### src/rtl/superh16_pkg.sv
// Shared scheduler definitions: chain-depth priority width, the age
// controller state encoding and the maximum-priority constant.
package superh16_pkg;

    localparam int CHAIN_DEPTH_BITS = 4;

    // Highest encodable chain depth; reserved for the boosted entry when aging is on.
    localparam logic [CHAIN_DEPTH_BITS-1:0] PMAX = '1;

    // Ceiling for every non-boosted entry so the boosted one strictly wins ">".
    localparam logic [CHAIN_DEPTH_BITS-1:0] PMAX_CLAMP = PMAX - 1'b1;

    typedef enum logic {
        AGE_NORMAL = 1'b0,
        AGE_BOOST  = 1'b1
    } sched_age_state_e;

endpackage

### src/rtl/superh16_sched_age_ctrl_if.sv
// Bundle between one scheduler bank, its chain-depth selector and the
// anti-starvation controller.
interface superh16_sched_age_ctrl_if #(
    parameter int ENTRIES      = 64,
    parameter int SELECT_COUNT = 4,
    parameter int AGE_BITS     = 5
);
    import superh16_pkg::*;

    localparam int IDX_BITS = $clog2(ENTRIES);

    // Handshake semantics: alloc_valid qualifies alloc_index and grant_valid[s]
    // qualifies grant_index[s]. There is no ready/backpressure on either: a
    // qualified value is consumed in the same cycle it is presented, and an
    // unqualified index is ignored whatever its value.
    logic                                      flush;
    logic                                      cfg_enable;
    logic [AGE_BITS-1:0]                       cfg_age_limit;
    logic                                      alloc_valid;
    logic [IDX_BITS-1:0]                       alloc_index;
    logic [ENTRIES-1:0]                        entry_valid;
    logic [ENTRIES-1:0]                        entry_ready;
    logic [ENTRIES-1:0][CHAIN_DEPTH_BITS-1:0]  entry_priority;
    logic [SELECT_COUNT-1:0]                   grant_valid;
    logic [SELECT_COUNT-1:0][IDX_BITS-1:0]     grant_index;
    logic [ENTRIES-1:0][CHAIN_DEPTH_BITS-1:0]  eff_priority;
    logic                                      boost_active;
    logic [IDX_BITS-1:0]                       boost_index;
    logic [15:0]                               boost_events;

    // Scheduler/selector side.
    modport master (
        output flush, cfg_enable, cfg_age_limit, alloc_valid, alloc_index,
               entry_valid, entry_ready, entry_priority, grant_valid, grant_index,
        input  eff_priority, boost_active, boost_index, boost_events
    );

    // Age controller side.
    modport slave (
        input  flush, cfg_enable, cfg_age_limit, alloc_valid, alloc_index,
               entry_valid, entry_ready, entry_priority, grant_valid, grant_index,
        output eff_priority, boost_active, boost_index, boost_events
    );

endinterface

### src/rtl/superh16_age_counter.sv
// Per-entry saturating age counter. Clear wins over increment; neither
// means hold.
module superh16_age_counter #(
    parameter int AGE_BITS = 5
) (
    input  logic                clk,
    input  logic                rst_n,
    input  logic                i_clear,
    input  logic                i_inc,
    output logic [AGE_BITS-1:0] o_age
);

    logic [AGE_BITS-1:0] r_age;

    // Age register: clear, saturating increment, or hold.
    always_ff @(posedge clk or negedge rst_n) begin
        if (!rst_n) begin
            r_age <= '0;
        end else if (i_clear) begin
            r_age <= '0;
        end else if (i_inc && (r_age != '1)) begin
            r_age <= r_age + 1'b1;
        end
    end

    assign o_age = r_age;

endmodule

### src/rtl/superh16_sched_age_ctrl.sv
// Anti-starvation controller for one scheduler bank: ages ready entries that
// keep losing selection and boosts the lowest-index starved entry to PMAX
// until it issues, leaves, is reallocated, or aging is switched off.
module superh16_sched_age_ctrl
    import superh16_pkg::*;
#(
    parameter int ENTRIES      = 64,
    parameter int SELECT_COUNT = 4,
    parameter int AGE_BITS     = 5
) (
    input  logic                      clk,
    input  logic                      rst_n,
    superh16_sched_age_ctrl_if.slave  bus
);

    localparam int IDX_BITS = $clog2(ENTRIES);

    logic                                      w_aging_en;
    logic [ENTRIES-1:0]                        w_granted;
    logic [ENTRIES-1:0]                        w_clear;
    logic [ENTRIES-1:0]                        w_inc;
    logic [ENTRIES-1:0]                        w_starved;
    logic [ENTRIES-1:0][AGE_BITS-1:0]          w_age;
    logic                                      w_any_starved;
    logic [IDX_BITS-1:0]                       w_starved_idx;
    logic [ENTRIES-1:0][CHAIN_DEPTH_BITS-1:0]  w_eff;
    logic                                      w_grant_dup;
    logic                                      w_latch;

    sched_age_state_e    r_state, w_state_nxt;
    logic [IDX_BITS-1:0] r_boost_index, w_boost_index_nxt;
    logic [15:0]         r_boost_events, w_boost_events_nxt;

    // A zero limit would starve every ready entry immediately, so it disables aging.
    assign w_aging_en = bus.cfg_enable && (bus.cfg_age_limit != '0);

    // Fold the selector's grant slots into a per-entry granted vector.
    always_comb begin
        w_granted = '0;
        for (int s = 0; s < SELECT_COUNT; s++) begin
            if (bus.grant_valid[s]) begin
                w_granted[bus.grant_index[s]] = 1'b1;
            end
        end
    end

    // Per-entry counter controls and starvation detect.
    always_comb begin
        w_clear   = '0;
        w_inc     = '0;
        w_starved = '0;
        for (int i = 0; i < ENTRIES; i++) begin
            w_clear[i]   = bus.flush || !w_aging_en || !bus.entry_valid[i] || w_granted[i]
                         || (bus.alloc_valid && (bus.alloc_index == IDX_BITS'(i)));
            w_inc[i]     = bus.entry_valid[i] && bus.entry_ready[i];
            w_starved[i] = w_aging_en && bus.entry_valid[i] && bus.entry_ready[i]
                         && (w_age[i] >= bus.cfg_age_limit);
        end
    end

    for (genvar g = 0; g < ENTRIES; g++) begin : g_age
        superh16_age_counter #(.AGE_BITS(AGE_BITS)) u_age (
            .clk     (clk),
            .rst_n   (rst_n),
            .i_clear (w_clear[g]),
            .i_inc   (w_inc[g]),
            .o_age   (w_age[g])
        );
    end

    // Lowest-index starved entry; scanning downward lets the lowest hit win.
    always_comb begin
        w_any_starved = 1'b0;
        w_starved_idx = '0;
        for (int i = ENTRIES - 1; i >= 0; i--) begin
            if (w_starved[i]) begin
                w_any_starved = 1'b1;
                w_starved_idx = IDX_BITS'(i);
            end
        end
    end

    // Boost FSM next state: latch one starved entry, release it when it issues or goes away.
    always_comb begin
        w_state_nxt        = r_state;
        w_boost_index_nxt  = r_boost_index;
        w_boost_events_nxt = r_boost_events;
        w_latch            = 1'b0;
        case (r_state)
            AGE_NORMAL: begin
                if (!bus.flush && w_any_starved) begin
                    w_latch            = 1'b1;
                    w_state_nxt        = AGE_BOOST;
                    w_boost_index_nxt  = w_starved_idx;
                    w_boost_events_nxt = r_boost_events + 16'd1;
                end
            end
            AGE_BOOST: begin
                if (bus.flush || !w_aging_en || w_granted[r_boost_index]
                    || !bus.entry_valid[r_boost_index]
                    || (bus.alloc_valid && (bus.alloc_index == r_boost_index))) begin
                    w_state_nxt = AGE_NORMAL;
                end
            end
            default: w_state_nxt = AGE_NORMAL;
        endcase
    end

    // Boost FSM state, boosted index and event counter registers.
    always_ff @(posedge clk or negedge rst_n) begin
        if (!rst_n) begin
            r_state        <= AGE_NORMAL;
            r_boost_index  <= '0;
            r_boost_events <= '0;
        end else begin
            r_state        <= w_state_nxt;
            r_boost_index  <= w_boost_index_nxt;
            r_boost_events <= w_boost_events_nxt;
        end
    end

    // Effective priority: raw when aging is off, otherwise PMAX for the boosted entry and clamped for the rest.
    always_comb begin
        w_eff = bus.entry_priority;
        if (w_aging_en) begin
            for (int i = 0; i < ENTRIES; i++) begin
                if ((r_state == AGE_BOOST) && (r_boost_index == IDX_BITS'(i))) begin
                    w_eff[i] = PMAX;
                end else if (bus.entry_priority[i] > PMAX_CLAMP) begin
                    w_eff[i] = PMAX_CLAMP;
                end
            end
        end
    end

    assign bus.eff_priority = w_eff;
    assign bus.boost_active = (r_state == AGE_BOOST);
    assign bus.boost_index  = r_boost_index;
    assign bus.boost_events = r_boost_events;

    // Duplicate-grant detect across valid slots.
    always_comb begin
        w_grant_dup = 1'b0;
        for (int s = 0; s < SELECT_COUNT; s++) begin
            for (int t = s + 1; t < SELECT_COUNT; t++) begin
                if (bus.grant_valid[s] && bus.grant_valid[t] && (bus.grant_index[s] == bus.grant_index[t])) begin
                    w_grant_dup = 1'b1;
                end
            end
        end
    end

    a_grant_unique: assert property (@(posedge clk) disable iff (!rst_n) !w_grant_dup);
    a_boost_valid:  assert property (@(posedge clk) disable iff (!rst_n)
                                     w_latch |-> bus.entry_valid[w_boost_index_nxt]);

endmodule

### src/flat_wrapper.sv
// flat-port wrapper written by rule: the top's interface ports become plain ports
module superh16_sched_age_ctrl_flat import superh16_pkg::*;
#(
    parameter int ENTRIES      = 64,
    parameter int SELECT_COUNT = 4,
    parameter int AGE_BITS     = 5
)
  (clk, rst_n, bus_flush, bus_cfg_enable, bus_cfg_age_limit, bus_alloc_valid, bus_alloc_index, bus_entry_valid, bus_entry_ready, bus_entry_priority, bus_grant_valid, bus_grant_index, bus_eff_priority, bus_boost_active, bus_boost_index, bus_boost_events);
  superh16_sched_age_ctrl_if #(.ENTRIES(ENTRIES), .SELECT_COUNT(SELECT_COUNT), .AGE_BITS(AGE_BITS)) bus_i ();
  input  logic clk;
  input  logic rst_n;
  input wire logic [$bits(bus_i.flush)-1:0] bus_flush;
  input wire logic [$bits(bus_i.cfg_enable)-1:0] bus_cfg_enable;
  input wire logic [$bits(bus_i.cfg_age_limit)-1:0] bus_cfg_age_limit;
  input wire logic [$bits(bus_i.alloc_valid)-1:0] bus_alloc_valid;
  input wire logic [$bits(bus_i.alloc_index)-1:0] bus_alloc_index;
  input wire logic [$bits(bus_i.entry_valid)-1:0] bus_entry_valid;
  input wire logic [$bits(bus_i.entry_ready)-1:0] bus_entry_ready;
  input wire logic [$bits(bus_i.entry_priority)-1:0] bus_entry_priority;
  input wire logic [$bits(bus_i.grant_valid)-1:0] bus_grant_valid;
  input wire logic [$bits(bus_i.grant_index)-1:0] bus_grant_index;
  output wire logic [$bits(bus_i.eff_priority)-1:0] bus_eff_priority;
  output wire logic [$bits(bus_i.boost_active)-1:0] bus_boost_active;
  output wire logic [$bits(bus_i.boost_index)-1:0] bus_boost_index;
  output wire logic [$bits(bus_i.boost_events)-1:0] bus_boost_events;
  assign bus_i.flush = bus_flush;
  assign bus_i.cfg_enable = bus_cfg_enable;
  assign bus_i.cfg_age_limit = bus_cfg_age_limit;
  assign bus_i.alloc_valid = bus_alloc_valid;
  assign bus_i.alloc_index = bus_alloc_index;
  assign bus_i.entry_valid = bus_entry_valid;
  assign bus_i.entry_ready = bus_entry_ready;
  assign bus_i.entry_priority = bus_entry_priority;
  assign bus_i.grant_valid = bus_grant_valid;
  assign bus_i.grant_index = bus_grant_index;
  assign bus_eff_priority = bus_i.eff_priority;
  assign bus_boost_active = bus_i.boost_active;
  assign bus_boost_index = bus_i.boost_index;
  assign bus_boost_events = bus_i.boost_events;
  superh16_sched_age_ctrl #(.ENTRIES(ENTRIES), .SELECT_COUNT(SELECT_COUNT), .AGE_BITS(AGE_BITS)) u_core (.clk(clk), .rst_n(rst_n), .bus(bus_i));
endmodule
### config.mk
export PLATFORM = sky130hd
export DESIGN_NAME = superh16_sched_age_ctrl_flat
export DESIGN_NICKNAME = d
export VERILOG_FILES = /design/src/rtl/superh16_pkg.sv /design/src/rtl/superh16_sched_age_ctrl_if.sv /design/src/rtl/superh16_age_counter.sv /design/src/rtl/superh16_sched_age_ctrl.sv /design/src/flat_wrapper.sv
export SDC_FILE = /design/constraint.sdc
export NUM_CORES = 2
export LEC_CHECK = 0
export ABC_CLOCK_PERIOD_IN_PS = 4900
export CORE_AREA = 3 3 276 278
export CTS_CLUSTER_SIZE = 25
export DETAILED_ROUTE_END_ITERATION = 10
export DIE_AREA = 0 0 279 281
export DONT_BUFFER_PORTS = 1
export PLACE_DENSITY_LB_ADDON = 0.15
export SYNTH_ARGS = -nofsm -noshare
export SYNTH_HDL_FRONTEND = slang
export SYNTH_HIERARCHICAL = 1
export SYNTH_SLANG_ARGS = --single-unit
### constraint.sdc
create_clock -name clk -period 4.9 [get_ports clk]
set_clock_uncertainty 0.2 [all_clocks]
set_input_delay 1.225 -clock clk [delete_from_list [all_inputs] [get_ports clk]]
set_output_delay 1.225 -clock clk [all_outputs]
set_load 0.05 [all_outputs]
==> run_results.csv <==
group,metric,value,unit
placement,postPlaceCellArea,38100,um^2
detailed_routing,drt_wl_total,161000,um
sta,rsz0062_at_grt,"no",
power,clkPwrFrac,38.7,%
power,comb_power_share,28.7,%
critical_path,cpPeakStageDelay,0.59,ns
logic_synthesis,synth_compound_area_share,15.8,%
final_layout,drive_gt1_share,17.7,%
cts,cts_root_buffer,"clkbuf_16",
logic_synthesis,synth_edf_count,0,
min_path,worstHoldPathType,"input pin to async pin",
critical_path,startpoint_type,"input pin",
critical_path,critPathCaptureType,"output pin",
power,pwr-share-seq,32.7,%
global_routing,first_global_vias,29365,
power,p_sw,0.00330,W
cts,cts_tree,"done",
placement,hpwl,133000,um
detailed_routing,vias,31282,
critical_path,cp_slowest_cell,"nor3_1",
logic_synthesis,synthArstFlopShare,100,%
flow_run,drv_cap,0,
final_layout,layout.nets,4739,
cts,cts.sink_count,343,
final_layout,final_common_cell,"ha_1",
final_layout,final_cell_area,40000,um^2
logic_synthesis,ys_seq_area_share,27.1,%
sta,min_period_over_period,100,%
cts,numCtsBuffers,44,
cts,cts-hold-fix-buffers,0,
logic_synthesis,syn_area,31700,um^2
logic_synthesis,synth_simple_gate_area_share,25.5,%
logic_synthesis,yosys_warnings,6,
logic_synthesis,ys_types,83,
sta,fmax,204,MHz
floorplan,die_area,78400,um^2
cts,cts.reportedPaths.clkPinSlew,0.06,ns
logic_synthesis,synth_top_family_by_area,"simple AND/OR/NAND/NOR gates",
critical_path,critPathMaxFanout,65,
global_routing,globalRouteOverflowTotal,0,
power,sw_frac_of_total,34.8,%
detailed_routing,drt_iter0_drc,2938,
global_routing,antenna_found_initial,106,
run_status,status,"finished with violations",
logic_synthesis,synth-seq-cells,343,
floorplan,die_w,279,um
global_routing,grt_pass1_wl,222000,um
final_layout,fin_util,54.0,%
sta,fin_setup_tns,-0.0134,ns
power,intPower,0.00617,W
logic_synthesis,synthCells,3602,
sta,setup_viol,2,
final_layout,syn_to_final_growth,26.3,%
sta,maxSlewHeadroom,-42.3,%
sta,finalCriticalPeriod,4.91,ns
placement,placed_cells,4785,
final_layout,nFillCells,6860,
detailed_routing,wire_per_inst,32.2,um
critical_path,critical_path_required,3.47,ns
placement,finalWeightedCongestion,1.04,
logic_synthesis,synth_flop_cell,"dfrtp_1",
logic_synthesis,yosys-mux-area-fraction,6.73,%
global_routing,grt_max_degree,344,
detailed_routing,drc,0,
power,vdd_drop_max,304,uV
power,powerDensity,237,nW/um^2
cts,clockBufferDepth,3,
placement,port_buffers,0,
floorplan,start_util,42.7,%
logic_synthesis,synth-xor-area-share,4.12,%
critical_path,path_cells,"or4_1, o21ai_4, nor3_1, nand3_1, nor2_1, or2_2, buf_12",
final_layout,layout_common_cells,"ha_1 (449), nor2_1 (410), dfrtp_1 (339)",
cts,cts_htree_levels,2,
critical_path,worst-path-buf-inv,1,
critical_path,crit_type,"input pin to output pin",
sta,setup_slack,-0.0110,ns
floorplan,die_h,281,um
global_routing,grt_use_total,39.8,%
detailed_routing,drtAntennaViolNets,0,
critical_path,ff2ff_setup_slack,1.00,ns
final_layout,multi_input_area,22200,um^2
logic_synthesis,synth.net_count,4479,
power,power_leakage,18.7,nW
floorplan,num_rows,100,
sta,drv_slew,158,
detailed_routing,vias_per_cell,6.26,
critical_path,crit_arrival,3.49,ns
run_status,violations,"slew limit, setup timing",
logic_synthesis,synth_fa_ha_area_share,17.7,%
cts,insertion_delay,0.60,ns
sta,hold_viol,0,
floorplan,coreArea,74200,um^2
sta,holdWs,0.121,ns
sta,worst_slew_pin_slew,2.14,ns
logic_synthesis,avgSynthCellArea,8.80,um^2
critical_path,critical-path-top-delay-family,"simple AND/OR/NAND/NOR gates",
final_layout,seq_area,8590,um^2
floorplan,io_pins,707,
final_layout,fin_cells,5001,
detailed_routing,dr.pass1.iters,7,
## logic make-up (layout without fill, tap and decap cells)
logic type	count (synthesis)	after routing
adder cells (fa/ha/maj)	449	449
buffers and inverters	226	522
flip-flops	343	343
XOR/XNOR	149	149
other	0	134
AND/OR/NAND/NOR	1514	1514
AO/OA/AOI/OAI	749	749
multiplexers	172	172
## power groups by stage
stage,Clock [W],Sequential (W),Combinational (W)
global placement,0,0.00314,0.00264
detailed placement,0,0.00314,0.00266
global route,0.00384,0.00310,0.00281
finish,0.00366,0.00309,0.00272
floorplan,0,0.00312,0.00155
CTS,0.00372,0.00309,0.00267
## per-stage QoR
stage / setup WS [ns] / power (W)
after global placement: -0.00733 / 0.00578
after floorplan: -0.281 / 0.00467
after CTS: 0.0530 / 0.00947
after global routing: 0.00485 / 0.00974
final: -0.0110 / 0.00947
after detailed placement: -0.0811 / 0.00580
## per-layer routing
metal  global-route usage, %  routed length, um  share of wire [%]  up-vias
li1                        -                  -                  -    13918
met1                    42.7              56900                 35    15052
met2                    62.7              72500                 45     1776
met3                    14.9              16700                 10      518
met4                    32.8              14800                9.2       18
met5                    1.34                150              0.093        -
## flip-flops by register name, indices dropped and copies added (netlist names)
name	flops
u_core/g_age.u_age/o_age	320
u_core/bus.boost_events	16
u_core/bus.boost_index	6
u_core/bus.boost_active	1
## worst reg2reg max path: stages, from the launching register on
cell and delay [ns]:
dfrtp_1 0.42, ha_1 0.31, a21oi_1 0.16, o21ai_0 0.13
a41oi_1 0.47, o21ai_0 0.22, a2111oi_0 0.61, buf_4 0.22
o22ai_1 0.07, a21oi_1 0.14, buf_4 0.16, o21a_1 0.23
o22ai_1 0.11, mux2_4 0.27
## layout make-up
type                    instances  share of cell area, %
well taps                     969                   3.03
diodes                        134                  0.838
multi-input cells            3033                   55.4
clock buffers                  62                   3.25
flip-flops and latches        343                   21.5
inverters                      95                  0.928
repair buffers                345                   14.3
clock inverters                20                  0.816
## synthesized netlist by cell type, types with 50 or more instances
master | number | area (um^2)
nor2b_1 | 79 | 494
clkbuf_2 | 64 | 320
and2_1 | 82 | 513
nand3b_1 | 72 | 541
o21ai_0 | 164 | 821
o22ai_1 | 62 | 388
nand3_1 | 126 | 631
nand4_1 | 78 | 488
and3_1 | 74 | 463
a21oi_1 | 155 | 776
dfrtp_1 | 343 | 8580
a21o_1 | 85 | 638
nor2_1 | 412 | 1550
nand2b_1 | 101 | 632
mux2i_1 | 135 | 1350
clkbuf_1 | 50 | 188
xor2_1 | 133 | 1160
ha_1 | 449 | 5620
nand2_1 | 141 | 529
or2_2 | 201 | 1260
o2111ai_1 | 63 | 552
inv_1 | 94 | 353
or3_1 | 72 | 450
## repair_timing
action | CTS | global route
endpoints found under the setup margin | 0 | 4
setup buffers | 0 | 0
resized for setup | 0 | 3
## final timing paths
check | start | to | cells past startpoint
max in group asynchronous | rst_n | u_core/bus.boost_index[1]$_DFFE_PN0P_ | 0
setup / recovery | bus_cfg_age_limit[0] | bus_eff_priority[249] | 7
hold reg to reg | u_core/g_age[54].u_age/o_age[4]$_DFFE_PN0P_ | u_core/g_age[54].u_age/o_age[4]$_DFFE_PN0P_ | 2
setup reg to reg | u_core/g_age[51].u_age/o_age[2]$_DFFE_PN0P_ | u_core/bus.boost_index[0]$_DFFE_PN0P_ | 13
hold / removal | rst_n | u_core/g_age[45].u_age/o_age[3]$_DFFE_PN0P_ | 0
min in group clk | u_core/g_age[54].u_age/o_age[4]$_DFFE_PN0P_ | u_core/g_age[54].u_age/o_age[4]$_DFFE_PN0P_ | 2
Power figures use the tool's default switching activity.
